**config.mk**
```make
export PLATFORM = sky130hd
export DESIGN_NAME = eh2_ifu_cmp_scoreboard
export DESIGN_NICKNAME = d
export VERILOG_FILES = /design/src/rtl/eh2_ifu_scb_pkg.sv /design/src/rtl/eh2_ifu_scb_fifo.sv /design/src/rtl/eh2_ifu_cmp_scoreboard.sv
export SDC_FILE = /design/constraint.sdc
export NUM_CORES = 1
export LEC_CHECK = 0
export BUFFER_PORTS_ARGS = -buffer_cell sky130_fd_sc_hd__buf_2
export CORE_MARGIN = 2
export CORE_UTILIZATION = 30
export DETAILED_ROUTE_END_ITERATION = 8
export PLACE_DENSITY_LB_ADDON = 0.2
export SYNTH_ARGS = -nofsm -noshare
export SYNTH_HDL_FRONTEND = slang
export SYNTH_SLANG_ARGS = --single-unit
```
**constraint.sdc**
```tcl
create_clock -name clk -period 17.2 [get_ports clk]
set_input_delay 3.44 -clock clk [delete_from_list [all_inputs] [get_ports clk]]
set_output_delay 3.44 -clock clk [all_outputs]
set_load 0.01 [all_outputs]
```
**src/rtl/eh2_ifu_scb_pkg.sv**
```systemverilog
// Shared types for the IFU expander scoreboard.
package eh2_ifu_scb_pkg;

  typedef enum logic [1:0] {
    ST_IDLE  = 2'd0,
    ST_RUN   = 2'd1,
    ST_DRAIN = 2'd2,
    ST_DONE  = 2'd3
  } scb_state_e;

  // Sticky protocol/completion flags; all cleared by start or reset.
  typedef struct packed {
    logic ovf;
    logic unf;
    logic tmo;
  } scb_flags_t;

  // Lane index width; one spare bit so LANES=1 still gets a 1-bit field.
  function automatic int unsigned lane_w(input int unsigned lanes);
    return $clog2(lanes) + 1;
  endfunction

endpackage

```
**src/rtl/eh2_ifu_scb_fifo.sv**
```systemverilog
// Single-lane expected-pair queue with synchronous clear.
module eh2_ifu_scb_fifo #(
  parameter int unsigned DEPTH = 8,
  parameter int unsigned W     = 48
) (
  input  logic         clk,
  input  logic         rst_l,
  input  logic         clr,
  input  logic         push,
  input  logic         pop,
  input  logic [W-1:0] wdata,
  output logic [W-1:0] rdata,
  output logic         full,
  output logic         empty,
  output logic         one
);

  localparam int unsigned AW = $clog2(DEPTH);

  logic [W-1:0]  mem_q [DEPTH];
  logic [AW-1:0] wptr_q, rptr_q;
  logic [AW:0]   cnt_q;
  logic          do_push, do_pop;

  assign full    = (cnt_q == (AW+1)'(DEPTH));
  assign empty   = (cnt_q == '0);
  assign one     = (cnt_q == (AW+1)'(1));
  assign do_push = push && !full;
  assign do_pop  = pop && !empty;
  assign rdata   = mem_q[rptr_q];

  // Pointer and occupancy tracking; clear wins over push/pop.
  always_ff @(posedge clk or negedge rst_l) begin
    if (!rst_l) begin
      wptr_q <= '0;
      rptr_q <= '0;
      cnt_q  <= '0;
    end else if (clr) begin
      wptr_q <= '0;
      rptr_q <= '0;
      cnt_q  <= '0;
    end else begin
      if (do_push) wptr_q <= wptr_q + AW'(1);
      if (do_pop)  rptr_q <= rptr_q + AW'(1);
      cnt_q <= cnt_q + (AW+1)'(do_push) - (AW+1)'(do_pop);
    end
  end

  // Storage array; contents are don't-care until the pointers cover them.
  always_ff @(posedge clk) begin
    if (do_push) mem_q[wptr_q] <= wdata;
  end

endmodule

```
**src/rtl/eh2_ifu_cmp_scoreboard.sv**
```systemverilog
// Multi-lane in-order expected/actual scoreboard for the IFU expander.
module eh2_ifu_cmp_scoreboard
  import eh2_ifu_scb_pkg::*;
#(
  parameter int unsigned LANES    = 2,
  parameter int unsigned DEPTH    = 8,
  parameter int unsigned CW       = 16,
  parameter int unsigned DW       = 32,
  parameter int unsigned CNT_W    = 32,
  parameter int unsigned MAX_ERRS = 16,
  parameter int unsigned TMO      = 1024
) (
  input  logic                      clk,
  input  logic                      rst_l,
  input  logic                      start,
  input  logic                      eos,
  input  logic [LANES-1:0]          exp_valid,
  output logic [LANES-1:0]          exp_ready,
  input  logic [LANES*CW-1:0]       exp_cmp,
  input  logic [LANES*DW-1:0]       exp_data,
  input  logic [LANES-1:0]          act_valid,
  input  logic [LANES*DW-1:0]       act_data,
  output logic [LANES-1:0]          mismatch,
  output logic [CNT_W-1:0]          chk_cnt,
  output logic [CNT_W-1:0]          err_cnt,
  output logic                      fe_valid,
  output logic [lane_w(LANES)-1:0]  fe_lane,
  output logic [CNT_W-1:0]          fe_idx,
  output logic [CW-1:0]             fe_cmp,
  output logic [DW-1:0]             fe_exp,
  output logic [DW-1:0]             fe_act,
  output logic                      ovf_err,
  output logic                      unf_err,
  output logic                      done,
  output logic                      pass,
  output logic                      timeout
);

  localparam int unsigned LW = lane_w(LANES);
  localparam int unsigned TW = $clog2(TMO) + 1;

  typedef struct packed {
    logic [LW-1:0]    lane;
    logic [CNT_W-1:0] idx;
    logic [CW-1:0]    cmp;
    logic [DW-1:0]    exp;
    logic [DW-1:0]    act;
  } fe_rec_t;

  scb_state_e       state_q;
  scb_flags_t       flags_q, flags_d;
  fe_rec_t          fe_q, fe_d;
  logic             fe_valid_q, fe_valid_d;
  logic [CNT_W-1:0] chk_q, chk_d, err_q, err_d;
  logic [LANES-1:0] mis_q, mis_d;
  logic [TW-1:0]    tmo_q;
  logic [LW-1:0]    chk_inc, err_inc;
  logic [LANES-1:0] push, pop, full, empty, one;
  logic [CW+DW-1:0] head [LANES];
  logic             live, drained;

  function automatic logic [CNT_W-1:0] sat_add(input logic [CNT_W-1:0] a, input logic [LW-1:0] b);
    logic [CNT_W:0] s;
    s = {1'b0, a} + (CNT_W+1)'(b);
    return s[CNT_W] ? '1 : s[CNT_W-1:0];
  endfunction

  for (genvar g = 0; g < LANES; g++) begin : g_lane
    eh2_ifu_scb_fifo #(.DEPTH(DEPTH), .W(CW + DW)) u_fifo (
      .clk   (clk),
      .rst_l (rst_l),
      .clr   (start),
      .push  (push[g]),
      .pop   (pop[g]),
      .wdata ({exp_cmp[g*CW +: CW], exp_data[g*DW +: DW]}),
      .rdata (head[g]),
      .full  (full[g]),
      .empty (empty[g]),
      .one   (one[g])
    );
  end

  // Per-lane push/pop gating, compare, popcount and first-error selection.
  // fe idx counts lower lanes popped this cycle so it matches serial order.
  always_comb begin
    live       = !start && (state_q == ST_RUN || state_q == ST_DRAIN);
    exp_ready  = '0;
    push       = '0;
    pop        = '0;
    chk_inc    = '0;
    err_inc    = '0;
    mis_d      = '0;
    fe_d       = fe_q;
    fe_valid_d = fe_valid_q;
    flags_d    = flags_q;
    drained    = 1'b1;
    for (int unsigned l = 0; l < LANES; l++) begin
      exp_ready[l] = (state_q == ST_RUN) && !full[l];
      push[l]      = exp_valid[l] && exp_ready[l];
      pop[l]       = live && act_valid[l] && !empty[l];
      if (pop[l]) begin
        if (act_data[l*DW +: DW] != head[l][DW-1:0]) begin
          mis_d[l] = 1'b1;
          err_inc  = err_inc + LW'(1);
          if (!fe_valid_d) begin
            fe_valid_d = 1'b1;
            fe_d.lane  = LW'(l);
            fe_d.idx   = sat_add(chk_q, chk_inc);
            fe_d.cmp   = head[l][CW+DW-1:DW];
            fe_d.exp   = head[l][DW-1:0];
            fe_d.act   = act_data[l*DW +: DW];
          end
        end
        chk_inc = chk_inc + LW'(1);
      end
      if (live && act_valid[l] && empty[l]) flags_d.unf = 1'b1;
      if (!start && state_q == ST_RUN && exp_valid[l] && full[l]) flags_d.ovf = 1'b1;
      if (!(empty[l] || (pop[l] && one[l]))) drained = 1'b0;
    end
    chk_d = sat_add(chk_q, chk_inc);
    err_d = sat_add(err_q, err_inc);
  end

  // Control FSM plus all registered status/records; start is a full restart.
  always_ff @(posedge clk or negedge rst_l) begin
    if (!rst_l) begin
      state_q    <= ST_IDLE;
      chk_q      <= '0;
      err_q      <= '0;
      mis_q      <= '0;
      fe_valid_q <= 1'b0;
      fe_q       <= '0;
      flags_q    <= '0;
      tmo_q      <= '0;
    end else if (start) begin
      state_q    <= ST_RUN;
      chk_q      <= '0;
      err_q      <= '0;
      mis_q      <= '0;
      fe_valid_q <= 1'b0;
      fe_q       <= '0;
      flags_q    <= '0;
      tmo_q      <= '0;
    end else begin
      chk_q      <= chk_d;
      err_q      <= err_d;
      mis_q      <= mis_d;
      fe_valid_q <= fe_valid_d;
      fe_q       <= fe_d;
      flags_q    <= flags_d;
      unique case (state_q)
        ST_RUN: begin
          if (MAX_ERRS != 0 && err_d >= CNT_W'(MAX_ERRS)) begin
            state_q <= ST_DONE;
          end else if (eos) begin
            state_q <= ST_DRAIN;
            tmo_q   <= '0;
          end
        end
        ST_DRAIN: begin
          if (drained) begin
            state_q <= ST_DONE;
          end else if (tmo_q == TW'(TMO - 1)) begin
            state_q     <= ST_DONE;
            flags_q.tmo <= 1'b1;
          end else begin
            tmo_q <= tmo_q + TW'(1);
          end
        end
        default: ;
      endcase
    end
  end

  assign mismatch = mis_q;
  assign chk_cnt  = chk_q;
  assign err_cnt  = err_q;
  assign fe_valid = fe_valid_q;
  assign fe_lane  = fe_q.lane;
  assign fe_idx   = fe_q.idx;
  assign fe_cmp   = fe_q.cmp;
  assign fe_exp   = fe_q.exp;
  assign fe_act   = fe_q.act;
  assign ovf_err  = flags_q.ovf;
  assign unf_err  = flags_q.unf;
  assign timeout  = flags_q.tmo;
  assign done     = (state_q == ST_DONE);
  assign pass     = done && (err_q == '0) && !flags_q.ovf && !flags_q.unf && !flags_q.tmo;

endmodule

```
==> results.yml, run 1 <==
worst_setup_path:
  critical_setup_path_class: "in -> reg"
  arrival_ns: 10.17
  critPathMaxFanout: 21
  crit_path_top_delay_cell: "sky130_fd_sc_hd__nor4_2"
  crit_chain: "buf_2, xor2_1, nand4_1, nor4_2, and3_1, nor2_1, ha_1, nand2_1, nand2_1, ha_1, inv_1, fa_1, and3b_1, and4_1, nand4_1, xor2_1, o21ai_0, nor4_1, a32oi_1, buf_4, or4b_2, a31oi_1"
  worstSetupEndpointType: "flop"
  worst_path_largest_cell_delay_ns: 0.93
  worst_setup_path_start_kind: "input pin"
  worst_ep_required_time_ns: 17.80
timing:
  slew_at_the_pin_closest_to_its_max_slew_limit_ns: 1.100
  timing.final.crit_period_ns: 9.567
  timing.fmax_mhz: 104.5
  finalCritPeriodShare: 0.5562
  hold_slack_ns: 0.5198
  fin_tns_setup_ns: 0
  max-slew-margin-rel: 0.2456
  finalSetupViolCount: 0
  final_setup_skew_ns: 0.06194
  finalHoldViolCount: 0
  grt_setup_unrepaired: "false"
  finalMaxSlewViolations: 0
cts:
  clockBufferDepth: 3
  clk_latency_ns: 0.73
  tritoncts: "yes"
  clk_pin_slew_worst_paths_ns: 0.06
  hold_buf_cts: 0
  clock_sink_count: 985
  postCtsSetupBuffers: 0
  cts_root_buffer: "sky130_fd_sc_hd__clkbuf_16"
  cts_inserted_buffers: 107
  cts-htree-levels: 3
  postCtsResizedCells: 0
floorplanning:
  total_die_area_um2: 142800
  die_h_um: 377.9
  start_util: 0.3013
  io_pins: 356
  die_w_um: 377.9
  fp.coreArea_um2: 139200
  rows: 137
status:
  result_of_the_run: "finished, final reports clean"
grt:
  first_global_vias: 25410
  grt_first_pass_wirelength_um: 186800
  antenna_found_initial: 53
  groute.usage.overall: 0.1812
  grt.overflow.total: 0
  maximum_number_of_pins_on_one_net_before_global_route_repair: 123
hold_path:
  hp-class: "reg -> reg"
placement:
  rd_place_congestion: 0.8331
  placed_cells_incl_taps: 4860
  place.detailed.hpwl_um: 85600
  placement.io_buffers: 355
pwr:
  vdd.ir_drop.worst_v: 0.00008156
  cellPowerDensity_nw_per_um2: 125.8
  power.static_leakage_nw: 17.01
  total_power_mw: 6.214
synth:
  number_of_enable_type_register_cells_in_the_synthesized_netlist: 768
  yosysTopAreaCell: "sky130_fd_sc_hd__edfxtp_1"
  syn_inst: 2747
  synth_area_um2: 41940
  mappedNetlistNets: 2947
  yosysWarnings: 0
  synth_top_area_frac: 0.5498
  synth.most_common_cell: "sky130_fd_sc_hd__edfxtp_1"
  synthDistinctLibCells: 66
  async_reset_ff_frac: 0.2203
  ys_ff_latch: 985
  synth_seq_area_share: 0.6793
  avgSynthCellArea_um2: 15.27
  synth_top_cells_by_count: "sky130_fd_sc_hd__edfxtp_1 (768), sky130_fd_sc_hd__nand2_1 (262), sky130_fd_sc_hd__dfrtp_1 (217), sky130_fd_sc_hd__nor2_1 (155), sky130_fd_sc_hd__mux4_2 (148)"
  most_used_flip_flop_cell_after_synthesis: "sky130_fd_sc_hd__edfxtp_1"
  yosys-top-cells-area: "sky130_fd_sc_hd__edfxtp_1 (55%), sky130_fd_sc_hd__dfrtp_1 (13%), sky130_fd_sc_hd__mux4_2 (7.9%)"
flow_run:
  maxCapViolCount: 0
cells_and_area:
  nFillCells: 13518
  post_layout_nonfiller_instances: 5073
  area_growth_syn_to_layout_pct: 17.81
  final_nets: 3293
  post_route_cells_drive_above_1_share: 0.2486
  finish.utilization: 0.3550
detailed_routing:
  routed_wl_um: 130800
  drt_first_iter_violations: 2116
  wl_per_cell_um: 25.78
  vias_per_cell: 5.036
  drtPass1Iterations: 5
  drt_drc: 0
  routed-via-count: 25547
  antenna_left: 0
==> cell type report <==
class,count,area [um^2],share of cell area
diodes,11,27.53,0.0005571
clock buffers,148,2922,0.05912
clock inverters,54,590.6,0.01195
inverters,36,135.1,0.002735
multi-input cells,1557,12690,0.2568
flip-flops and latches,985,28510,0.5770
well taps,1876,2347,0.04750
repair buffers,406,2191,0.04434
==> sequential cells by signal, summed over array words and instances, names as in the netlist, 11 cells and up <==
signal,flops
chk_cnt,32
fe_exp,32
fe_idx,32
err_cnt,32
g_lane.u_fifo.mem_q,768
fe_act,32
tmo_q,11
fe_cmp,16
==> logic make-up (layout without fill, tap and decap cells) <==
logic type,count (synthesis),count (layout),synth area share
AOI/OAI and AO/OA,357,357,0.06050
xor gates and xnor gates,126,126,0.02631
adders and majority gates,32,32,0.01026
buffers and inverters,205,644,0.02166
DFF,985,985,0.6793
muxes,303,303,0.1175
other,0,11,0
and+or+nand+nor,739,739,0.08451
==> report_power, final <==
group / leakage, nW / switching [mW] / total (mW) / internal, mW
Clock: 1.69 / 0.976 / 2.30 / 1.33
Sequential: 9.91 / 0.0846 / 2.82 / 2.74
Combinational: 5.41 / 0.691 / 1.09 / 0.398
Total: 17.0 / 1.75 / 6.21 / 4.46
==> cells in the final DEF, fill, tap and decap left out, types with 13 or more instances in the layout <==
cell type and count:
sky130_fd_sc_hd__xnor2_1 69, sky130_fd_sc_hd__nor2b_1 36, sky130_fd_sc_hd__clkinv_2 14, sky130_fd_sc_hd__xor2_1 57, sky130_fd_sc_hd__a311oi_1 85, sky130_fd_sc_hd__buf_4 50, sky130_fd_sc_hd__nand4_1 36, sky130_fd_sc_hd__nand3_1 47
sky130_fd_sc_hd__clkbuf_1 32, sky130_fd_sc_hd__nor4_1 17, sky130_fd_sc_hd__dfrtp_1 211, sky130_fd_sc_hd__and3_1 23, sky130_fd_sc_hd__clkinv_1 19, sky130_fd_sc_hd__o21ai_0 32, sky130_fd_sc_hd__a21oi_1 102, sky130_fd_sc_hd__nand2_1 261
sky130_fd_sc_hd__inv_1 34, sky130_fd_sc_hd__or3_1 30, sky130_fd_sc_hd__buf_2 353, sky130_fd_sc_hd__a211oi_1 32, sky130_fd_sc_hd__nor3_1 65, sky130_fd_sc_hd__mux4_2 148, sky130_fd_sc_hd__a22o_1 31, sky130_fd_sc_hd__nor2_4 13
sky130_fd_sc_hd__and4_1 13, sky130_fd_sc_hd__edfxtp_1 768, sky130_fd_sc_hd__mux2i_1 121, sky130_fd_sc_hd__mux2_2 34, sky130_fd_sc_hd__clkbuf_16 107, sky130_fd_sc_hd__ha_1 28, sky130_fd_sc_hd__nor2_1 140
==> metal layers <==
layer | global-route usage | routed length (um)
met5 | 0 | 197
met4 | 0.04939 | 3475
met3 | 0.06649 | 12410
met2 | 0.2818 | 59630
met1 | 0.2376 | 55050
==> path summary, 6_finish.rpt <==
path | start | end | slack (ns) | depth (start not counted)
worst max-delay path | act_data[25] | tmo_q[4] | 7.63 | 22
worst min-delay path | fe_lane[1] | fe_lane[1] | 0.52 | 1
worst max register to register | g_lane[1].u_fifo.rptr_q[0] | tmo_q[4] | 7.75 | 25
worst min register to register | fe_lane[1] | fe_lane[1] | 0.52 | 1
max in group asynchronous | rst_l | fe_exp[5] | 12.52 | 3
min in group asynchronous | rst_l | err_cnt[27] | 2.72 | 1
==> critical path: cells and delay by family <==
family / cells / cell delay (ns)
simple gates: 11 / 3.99
fa+ha+maj: 3 / 0.95
buf+inv: 3 / 0.49
compound gates: 3 / 0.46
xor+xnor: 2 / 0.79
==> stage by stage <==
step                      worst slack [ns]  instance area, um^2
after CTS                            7.665                49390
after global routing                 7.158                49400
after detailed placement             7.041                45870
after floorplan                      9.146                41940
final                                7.633                49410
after global placement               7.154                45870
No activity file was read; power rests on OpenSTA's default activity.
==> run 2, diff against run 1 <==
--- a/config.mk
+++ b/config.mk
@@ -5,6 +5,7 @@
 export SDC_FILE = /design/constraint.sdc
 export NUM_CORES = 1
 export LEC_CHECK = 0
+export ABC_AREA = 1
 export BUFFER_PORTS_ARGS = -buffer_cell sky130_fd_sc_hd__buf_2
 export CORE_MARGIN = 2
 export CORE_UTILIZATION = 30
==> constraint.sdc (replaced) <==
create_clock -name clk -period 9.78 [get_ports clk]
set_input_delay 1.956 -clock clk [delete_from_list [all_inputs] [get_ports clk]]
set_output_delay 1.956 -clock clk [all_outputs]
set_load 0.01 [all_outputs]
==> run 2 against run 1 <==
Non-clock buffer count is 3 higher; worst setup slack worse by 5.9 ns; hold slack worse by 0.0056 ns; sequential power is 82% higher; die area is 10% higher; clock power is 81% higher; first-iteration DRC count is 72% higher; critical endpoint unchanged; highest routed layer unchanged.
==> results.yml, run 2 <==
status:
  result_of_the_run: "finished, final reports clean"
floorplanning:
  fp.coreArea_um2: 153500
  io_pins: 356
  total_die_area_um2: 157400
  start_util: 0.3013
  die_h_um: 396.7
  die_w_um: 396.7
  rows: 144
grt:
  groute.usage.overall: 0.2136
  grt.overflow.total: 0
  maximum_number_of_pins_on_one_net_before_global_route_repair: 131
  antenna_found_initial: 64
  first_global_vias: 33764
  grt_first_pass_wirelength_um: 245500
cts:
  clk_latency_ns: 0.77
  clockBufferDepth: 3
  clk_pin_slew_worst_paths_ns: 0.06
  hold_buf_cts: 0
  clock_sink_count: 985
  cts-htree-levels: 3
  cts_root_buffer: "sky130_fd_sc_hd__clkbuf_16"
  postCtsResizedCells: 0
  tritoncts: "yes"
  postCtsSetupBuffers: 0
  cts_inserted_buffers: 111
pwr:
  share_clk_of_total_power: 0.342
  switchingPower_mw: 4.236
  power.static_leakage_nw: 22.90
  power.share.sequential: 0.419
  power_switching_share: 0.3467
  pwr-share-comb: 0.239
  p_int_mw: 7.980
  vdd.ir_drop.worst_v: 0.0001581
  cellPowerDensity_nw_per_um2: 227.6
worst_setup_path:
  worst_path_most_repeated_cell: "sky130_fd_sc_hd__nand2_1"
  cp-startpoint: "g_lane[1].u_fifo.rptr_q[1]"
  cp_num_buf_inv: 6
  worst_ep_required_time_ns: 10.47
  worstSetupEndpointType: "flop"
  timing.rr.start: "g_lane[1].u_fifo.rptr_q[1]"
  critical_setup_path_class: "reg -> reg"
  worst_path_largest_cell_delay_ns: 0.78
  crit_path_top_delay_cell: "sky130_fd_sc_hd__inv_2"
  cp_top_family: "simple AND/OR/NAND/NOR gates"
  worst_setup_path_start_kind: "flop"
  arrival_ns: 8.73
  critPathMaxFanout: 47
synth:
  synth.most_common_cell: "sky130_fd_sc_hd__nand2_1"
  synthDistinctLibCells: 42
  avgSynthCellArea_um2: 9.233
  synth_top_cells_by_count: "sky130_fd_sc_hd__nand2_1 (1376), sky130_fd_sc_hd__edfxtp_1 (768), sky130_fd_sc_hd__nor2_1 (740), sky130_fd_sc_hd__inv_1 (523), sky130_fd_sc_hd__nand3_1 (331)"
  number_of_enable_type_register_cells_in_the_synthesized_netlist: 768
  syn_inst: 5010
  most_used_flip_flop_cell_after_synthesis: "sky130_fd_sc_hd__edfxtp_1"
  synth_area_um2: 46260
  yosys-top-cells-area: "sky130_fd_sc_hd__edfxtp_1 (50%), sky130_fd_sc_hd__dfrtp_1 (12%), sky130_fd_sc_hd__nand2_1 (11%)"
  ys_ff_latch: 985
  yosysWarnings: 0
  synth_seq_area_share: 0.6159
  yosysTopAreaCell: "sky130_fd_sc_hd__edfxtp_1"
  async_reset_ff_frac: 0.2203
  mappedNetlistNets: 5210
  synth_top_area_frac: 0.4986
detailed_routing:
  vias_per_cell: 4.935
  antenna_left: 0
  routed-via-count: 36596
  routed_wl_um: 171600
  drt_first_iter_violations: 3640
  drtPass1Iterations: 7
  wl_per_cell_um: 23.14
  drt_drc: 0
timing:
  hold_slack_ns: 0.5142
  final_setup_skew_ns: 0.04899
  finalMaxSlewViolations: 0
  finalCritPeriodShare: 0.8229
  timing.fmax_mhz: 124.3
  finalHoldViolCount: 0
  fin_tns_setup_ns: 0
  grt_setup_unrepaired: "false"
  slew_at_the_pin_closest_to_its_max_slew_limit_ns: 1.185
  finalSetupViolCount: 0
  max-slew-margin-rel: 0.2100
  timing.final.crit_period_ns: 8.048
cells_and_area:
  largest-register: "g_lane.u_fifo.mem_q"
  largest_register_ffs: 768
  commonest_non_fill_non_tap_cell_in_the_layout: "sky130_fd_sc_hd__nand2_1"
  area_growth_syn_to_layout_pct: 16.03
  nFillCells: 15846
  post_route_cells_drive_above_1_share: 0.1149
  most-common-layout-cells: "sky130_fd_sc_hd__nand2_1 (1376), sky130_fd_sc_hd__edfxtp_1 (768), sky130_fd_sc_hd__nor2_1 (723)"
  final_nets: 5457
placement:
  rd_place_congestion: 0.8996
  placement.io_buffers: 355
  place.detailed.hpwl_um: 111900
hold_path:
  min-delay-start: "tmo_q[1]"
  hp-class: "reg -> reg"
flow_run:
  maxCapViolCount: 0
-- run 2: cell types whose count changed after synthesis, sizes merged, moves of 85 or more --
cell | previous run | this run
mux2i | 121 | 0
inv | 35 | 531
nand3 | 47 | 333
nand4 | 36 | 224
nand2 | 262 | 1378
o21ai | 32 | 191
a311oi | 85 | 0
mux4 | 148 | 0
nor2 | 155 | 743
-- run 2: through the flow --
step                utilization  area [um^2]  power, mW  instances  setup slack [ns]
floorplan                     -        46260      6.862       5010             3.980
global placement         0.3260        50040      8.107       7188             2.068
detailed placement       0.3260        50040      8.123       7188             1.898
CTS                      0.3494        53630      12.30       7398             1.852
global route             0.3495        53650      12.80       7406             1.155
finish                   0.3496        53670      12.22       7416             1.732
-- run 2: power groups by stage --
stage / Sequential (mW) / Combinational [mW] / Clock [mW]
3_3_place_gp: 5.20 / 2.91 / 0
2_1_floorplan: 5.12 / 1.75 / 0
5_1_grt: 5.14 / 3.26 / 4.39
4_1_cts: 5.11 / 2.94 / 4.25
6_report: 5.12 / 2.92 / 4.17
3_5_place_dp: 5.20 / 2.92 / 0
-- run 2: routing by layer --
metal	GRT usage	vias to the layer above	routed length (um)
li1	-	17117	-
met1	0.3082	17716	76720
met2	0.3152	1452	73920
met3	0.04961	285	15780
met4	0.06763	26	5005
met5	0	-	158
-- run 2: area by class of cell --
| class | count | area [um^2] | share of cell area |
|---|---|---|---|
| Clock buffer | 145 | 2965 | 0.05525 |
| Antenna cell | 18 | 45.04 | 0.0008392 |
| Sequential cell | 985 | 28510 | 0.5311 |
| Inverter | 534 | 2027 | 0.03776 |
| Clock inverter | 65 | 619.3 | 0.01154 |
| Tap cell | 2044 | 2557 | 0.04765 |
| Timing Repair Buffer | 409 | 2255 | 0.04201 |
| Multi-Input combinational cell | 3216 | 14700 | 0.2738 |
-- run 2: tightest hold or removal path, cell delays in order, from the launching register on --
cell and delay (ns):
sky130_fd_sc_hd__dfrtp_1 0.37, sky130_fd_sc_hd__nand2_1 0.06, sky130_fd_sc_hd__nand2_1 0.05
-- run 2: cell families (layout without fill, tap and decap cells) --
group	after synthesis	in the layout	synth area share
other	0	18	0
and+or+nand+nor	2745	2745	0.2473
AOI/OAI and AO/OA	385	385	0.04766
buffers and inverters	809	1153	0.06960
DFF	985	985	0.6159
adders and majority gates	32	32	0.009305
xor gates and xnor gates	54	54	0.01022
-- run 2: final timing paths --
path	cells after the start	to	slack, ns
max	34	tmo_q[4]	1.73
min	2	tmo_q[1]	0.51
max reg2reg	34	tmo_q[4]	1.73
min reg2reg	2	tmo_q[1]	0.51
max in group asynchronous	2	g_lane[0].u_fifo.rptr_q[1]	7.15
min in group asynchronous	1	err_cnt[18]	1.27
